## src/rtl/cnn_act_pkg.sv

```systemverilog
// Shared constants for the layer-1 activation path: bus width, inverse-sigmoid
// table and the activation codes that mark the clamped ends of the sigmoid.
package cnn_act_pkg;

    localparam int ACT_W = 7;

    localparam logic [3:0] SAT_LO = 4'd0;
    localparam logic [3:0] SAT_HI = 4'd15;

    // Pre-activation code for each legal activation 0..15, two's complement.
    localparam logic signed [ACT_W-1:0] INV_SIG_LUT [16] = '{
        ACT_W'(-64), ACT_W'(-40), ACT_W'(-28), ACT_W'(-20),
        ACT_W'(-14), ACT_W'(-11), ACT_W'(-6),  ACT_W'(-2),
        ACT_W'(4),   ACT_W'(8),   ACT_W'(12),  ACT_W'(16),
        ACT_W'(20),  ACT_W'(29),  ACT_W'(40),  ACT_W'(63)
    };

endpackage

```

## src/rtl/inv_sigmoid_rom.sv

```systemverilog
// Combinational inverse-sigmoid lookup: 4-bit activation index to
// pre-activation code.
module inv_sigmoid_rom
    import cnn_act_pkg::*;
(
    input  logic [3:0]       idx,
    output logic [ACT_W-1:0] code
);

    assign code = INV_SIG_LUT[idx];

endmodule

```

## src/rtl/inv_sigmoid_stream.sv

```systemverilog
// Streaming inverse sigmoid: two-stage valid/ready pipeline mapping activation
// codes back to pre-activation codes, with clamp/illegal tagging and a sample count.
module inv_sigmoid_stream #(
    parameter int ACT_W = 7,
    parameter int CNT_W = 16
) (
    input  logic             clk,
    input  logic             rst_n,
    input  logic             in_valid,
    output logic             in_ready,
    input  logic [ACT_W-1:0] in_act,
    output logic             out_valid,
    input  logic             out_ready,
    output logic [ACT_W-1:0] out_pre,
    output logic             out_sat,
    output logic             out_err,
    output logic [CNT_W-1:0] sample_cnt
);

    import cnn_act_pkg::*;

    logic             vld_p1;
    logic [3:0]       idx_p1;
    logic             err_p1;
    logic [ACT_W-1:0] rom_code_p1;
    logic             s1_en;
    logic             s2_en;

    // Illegal activations are forced to zero rather than aliased into the table.
    function automatic logic [ACT_W-1:0] clamp_pre(input logic [ACT_W-1:0] code,
                                                   input logic err);
        return err ? '0 : code;
    endfunction

    function automatic logic sat_flag(input logic [3:0] idx, input logic err);
        return !err && ((idx == SAT_LO) || (idx == SAT_HI));
    endfunction

    assign s2_en    = !out_valid || out_ready;
    assign s1_en    = !vld_p1 || s2_en;
    assign in_ready = s1_en;

    // ---- stage S1: capture activation and range error ----
    always_ff @(posedge clk) begin
        if (s1_en) begin
            idx_p1 <= in_act[3:0];
            err_p1 <= |in_act[ACT_W-1:4];
        end
    end

    inv_sigmoid_rom u_rom (
        .idx  (idx_p1),
        .code (rom_code_p1)
    );

    // ---- stage S2: table lookup, flags, output handshake and counter ----
    always_ff @(posedge clk) begin
        if (!rst_n) begin
            vld_p1     <= 1'b0;
            out_valid  <= 1'b0;
            out_pre    <= '0;
            out_sat    <= 1'b0;
            out_err    <= 1'b0;
            sample_cnt <= '0;
        end else begin
            if (s1_en) begin
                vld_p1 <= in_valid;
            end
            if (s2_en) begin
                out_valid <= vld_p1;
                if (vld_p1) begin
                    out_pre <= clamp_pre(rom_code_p1, err_p1);
                    out_sat <= sat_flag(idx_p1, err_p1);
                    out_err <= err_p1;
                end
            end
            if (out_valid && out_ready) begin
                sample_cnt <= sample_cnt + 1'b1;
            end
        end
    end

endmodule

```

## config.mk

```make
export PLATFORM = sky130hd
export DESIGN_NAME = inv_sigmoid_stream
export DESIGN_NICKNAME = d
export VERILOG_FILES = /design/src/rtl/cnn_act_pkg.sv /design/src/rtl/inv_sigmoid_rom.sv /design/src/rtl/inv_sigmoid_stream.sv
export SDC_FILE = /design/constraint.sdc
export NUM_CORES = 1
export LEC_CHECK = 0
export BUFFER_PORTS_ARGS = -buffer_cell sky130_fd_sc_hd__buf_2
export CORE_MARGIN = 4
export CORE_UTILIZATION = 45
export DETAILED_ROUTE_END_ITERATION = 8
export PLACE_DENSITY = 0.69
export SETUP_SLACK_MARGIN = 0.4
export SLEW_MARGIN = 10
export SYNTH_ARGS = -nofsm -noshare
export SYNTH_HDL_FRONTEND = slang
export SYNTH_HIERARCHICAL = 1
export SYNTH_SLANG_ARGS = --single-unit
export TNS_END_PERCENT = 100
```

## constraint.sdc

```tcl
create_clock -name clk -period 2.1 [get_ports clk]
set_input_delay 0.42 -clock clk [delete_from_list [all_inputs] [get_ports clk]]
set_output_delay 0.42 -clock clk [all_outputs]
set_load 0.02 [all_outputs]
```

* Word level (Yosys, flattened, before mapping)
Memory sizes are Yosys's and may differ from the RTL's.
Index checks and enable logic that the tools add are counted.
** Cells by class
- Reduce and logical (&&, ||, !) cells :: 11
- Muxes and demuxes :: 3
- Bitwise operators :: 1
- Magnitude comparators :: 1
- Shifts and indexed selects :: 0
- $add $sub $neg :: 1
- Equal/unequal tests :: 1
- Div/mod/pow operators :: 0
- Multiply operators :: 0
** Operators by type and width (number)
- $mux 7 :: 3
- $add 16x1->16 const B :: 1
- $ge 5x5->1 const B :: 1
- $not 4->5 :: 1
- $eq 4x4->1 const B :: 1
- $logic_not 4->1 :: 1
- $logic_not 1->1 :: 3
- $logic_or 1x1->1 :: 3
- $reduce_or 3->1 :: 1
- $logic_and 1x1->1 :: 2
- $reduce_and 2->1 :: 1
** Word-level totals
- Register bits :: 32
- RAM bits :: 0
- Bits of input ports :: 11
- Memory bits (read-only) :: 112
- Memories :: 1
- Bits in latches :: 0
- Output and inout port bits :: 27
** Memories
- (name not given) :: words 16, width 7, read ports 1, clocked after memory_dff 0, wr ports 0, line inv_sigmoid_rom.sv:10 : assign code = INV_SIG_LUT[idx];

* Depth between registers and ports, before layout
- Word-level depth :: 5
- Gate-level depth with buffers :: 6

* Hierarchy
Netlist, hierarchy kept.
** Modules (own cells, without submodules)
- inv_sigmoid_stream :: area an instance 1408.9 um^2, sequential area each 690.7 um^2, times used 1, cells an instance 141
- inv_sigmoid_rom :: area an instance 212.7 um^2, sequential area each 0.0 um^2, times used 1, cells an instance 23

* Least setup slack after synthesis
OpenSTA, ideal clock, no wires.
- Kind :: reg2reg
- From :: register idx_p1[0]
- To :: register out_pre[3]
- Setup slack :: 553 ps
- Cell stages (with the launch flop) :: 6
- Arrival :: 1425 ps
- Buffers on the path :: 0
- Cell sequence :: edfxtp_1 inv_1 ha_1 mux4_2 nand3b_1 a21boi_0
** Between the ends
- Longest elaborated chain between the ends :: 5
** RTL lines
- start: declaration :: line inv_sigmoid_stream.sv:23 : logic [3:0] idx_p1;
- start signal: assignment :: line inv_sigmoid_stream.sv:46 : idx_p1 <= in_act[3:0];
- $not 4->5 (not written as such) :: line inv_sigmoid_rom.sv:10
- $mem_v2 16x7
- $mux 7 (not written as such) (2 in a row) :: line inv_sigmoid_rom.sv:10
- named net rom_code_p1[3] :: line inv_sigmoid_stream.sv:25 : logic [ACT_W-1:0] rom_code_p1;
- $mux 7 :: line inv_sigmoid_stream.sv:32 : return err ? '0 : code;
- end signal: assignment :: line inv_sigmoid_stream.sv:72 : out_pre <= clamp_pre(rom_code_p1, err_p1);
- end: declaration :: line inv_sigmoid_stream.sv:14 : output logic [ACT_W-1:0] out_pre,
The timed path passes the listed nets, and every way through them passes these cells. The select of a mux whose other input is x is not followed.
A chain may end at the register's enable or synchronous reset.

* Final worst setup path
- From :: register out_valid
- To :: output in_ready
** Between the ends
- Longest elaborated chain between the ends :: 3
** RTL lines
- start: declaration :: line inv_sigmoid_stream.sv:12 : output logic out_valid,
- start signal: assignment :: line inv_sigmoid_stream.sv:70 : out_valid <= vld_p1;
- $logic_not 1->1 :: line inv_sigmoid_stream.sv:39 : assign s2_en = !out_valid || out_ready;
- $logic_or 1x1->1 :: line inv_sigmoid_stream.sv:39
- $logic_or 1x1->1 :: line inv_sigmoid_stream.sv:40 : assign s1_en = !vld_p1 || s2_en;
- end: declaration :: line inv_sigmoid_stream.sv:10 : output logic in_ready,
No other way between the ends.

==> impl_metrics.toml <==
[synth]
syn-cell-area_um2 = 1622
synth.top_cells.by_area = "dfxtp_1 33%, edfxtp_1 9.3%, nand2_1 5.3%"
synth_cell_type_count = 39
synthArstFlopShare_pct = 0
ys_warn_count = 6
yosysSeqAreaShare_pct = 42.59
ys.flop_type = "dfxtp_1"
synth_nets = 181
yosys.area.top_type = "dfxtp_1"
synth_edf_count = 5
synthCells = 164
avgSynthCellArea_um2 = 9.888
synth_top_area_share_pct = 33.33
ys_ff_latch = 32

[sta]
grt_setup_unrepaired = "true"
hold_viol_final = 0
maxSlewHeadroom_pct = 70.47
hold_slack_ps = 259.3
final.setup_skew_ps = 10.15
fmax_mhz = 612.2
setup_viol = 0
slew_violations = 0
fin_crit_ps = 1634
setup_tns_ps = 0
fin_crit_sh_pct = 77.79
worst_slack_ps = 466.4
worst-slew-pin-transition_ps = 442.9

[clock_tree]
insertion_delay_ps = 340
cts_tree = "built"
clkTransAtPathRegs_ps = 90
numCtsBuffers = 5
cts_buffer_depth = 2
cts_root_buffer = "clkbuf_4"
cts_sinks = 32
cts_max_level = 2

[setup_path]
crit_path_top_delay_cell = "dfxtp_4"
critPathMaxStageDelay_ps = 380
cp-end-kind = "primary output"
path_cells = "and2b_2 -> nand2_4 -> buf_4"
path_class = "reg2out"
cp.required_ps = 1680
cp.arrival_ps = 1210
critPathLaunchType = "register"
cp_max_fo = 8

[routing]
wl_per_cell_um = 12.89
dr_wl_met2_mm = 1.570
drc = 0
drt_pass1_iterations = 4
drt-initial-drc-count = 51
drt-met1-wl_mm = 1.460
viasPerCell = 5.059
met3_length_um = 179
ant_nets = 0
routed.top_layer = "met4"
dr_total_vias = 1280
route.final.wire_length_mm = 3.262

[die]
coreArea_um2 = 3416
fp.dieArea_um2 = 4628
die_x_um = 68.03
start_util_pct = 47.47
pin_count = 38
die_y_um = 68.03
placementRows = 21

[pwr]
p_sw_mw = 0.2809
netSwitchingFraction_pct = 22.01
power-per-cell-area_nw_per_um2 = 643.6
leakage_nw = 0.8956
combPwrFrac_pct = 7.4
vdd_drop_max_mv = 0.3644
power.total_mw = 1.276
p_seq_share_pct = 51.0
pwr-share-clk_pct = 41.5
internal-power_mw = 0.9954

[status]
status = "completed"

[layout]
antennaDiodeCount = 0
nets = 223
final_area_um2 = 1983
area_growth_pct = 22.30
layout_common_cells = "36 x buf_2, 26 x dfxtp_1, 22 x nand2_1"
n_fill_cell = 310
final_common_cell = "buf_2"
stdcell_count = 253
final_core_util_pct = 58.06
layout-drive-gt1-share_pct = 30.43

[global_routing]
grt_max_degree = 32
antenna_found_initial = 0
grt_pass1_vias = 1190
grt_overflow = 0
grt_use_total_pct = 15.01
grt_pass1_wl_mm = 5.140

[run]
cap_violations = 0

[place]
dpl.cell_count = 241
io_buffers = 37
gp_congestion = 0.7972
dpl.hpwl_mm = 2.300
placed_area_um2 = 1832
preCtsSetupSlack_ps = 422.6

[worst_hold_path]
hold_path_class = "in2reg"
## per-layer routing
metal / vias to the layer above / GRT usage (%)
li1: 648 / -
met1: 596 / 18.02
met2: 29 / 24.07
met3: 7 / 4.269
met4: 0 / 8.189
met5: - / 0
## power groups by stage
stage	Clock, mW	Combinational (mW)	Sequential (mW)
final	0.530	0.0948	0.651
after global routing	0.568	0.105	0.654
after detailed placement	0	0.0842	0.668
after floorplan	0	0.0592	0.666
after global placement	0	0.0814	0.666
after CTS	0.545	0.0848	0.654
## synth_stat cells, types with 2 or more instances
master    number
a21boi_0      10
a21oi_1        3
and2_1        10
buf_2          2
clkbuf_1       3
dfxtp_1       27
edfxtp_1       5
ha_1           6
inv_1          7
mux2i_1        8
nand2_1       23
nand2b_1       5
nand3_1        6
nand3b_1       7
nand4_1        3
nor2b_1        3
nor3_1         4
nor4_1         3
xnor2_1        6
xor2_1         4
## critical path, delay by kind of cell (launching register included)
family,cells,cell delay (ps)
flops,1,380
simple gates,2,350
buf+inv,1,150
## sequential cells by signal, indices dropped and copies added (netlist names)
| name | count |
|---|---|
| err_p1 | 1 |
| vld_p1 | 1 |
| out_sat | 1 |
| sample_cnt | 16 |
| out_pre | 7 |
| out_err | 1 |
| out_valid | 1 |
| idx_p1 | 4 |
## area by class of cell
class	count	area (um^2)	area share, %
sequential	32	694.4	35.02
inverter	7	26.28	1.325
timing repair buffer	42	225.2	11.36
clock inverter	1	30.03	1.514
clock buffer	7	65.06	3.281
multi-input combinational	118	884.6	44.61
tap	46	57.56	2.902
## worst paths after layout
check          endpoint  cells past startpoint  slack [ps]       from
min reg2reg     out_err                      2         460    out_err
max reg2reg  out_pre[2]                      6         520  idx_p1[1]
max            in_ready                      3         470  out_valid
min           idx_p1[3]                      1         260  in_act[3]
## logic make-up (layout without fill, tap and decap cells)
| family | count (synthesis) | in the layout | share of synthesized area (%) |
|---|---|---|---|
| multiplexers | 10 | 10 | 7.022 |
| AND/OR/NAND/NOR | 74 | 74 | 28.24 |
| XOR/XNOR | 10 | 10 | 5.401 |
| adder cells (fa/ha/maj) | 7 | 7 | 5.247 |
| flip-flops | 32 | 32 | 42.59 |
| AO/OA/AOI/OAI | 17 | 17 | 7.407 |
| buffers and inverters | 14 | 57 | 4.090 |
## what timing repair did
item                                    in CTS  in global routing
hold buffers                                 0                  0
hold endpoints to repair                     0                  0
buffers inserted                             0                  4
resized for setup                            3                  4
endpoints found under the setup margin       1                  4
gates cloned                                 0                  0
(Power assumes the default switching activity.)
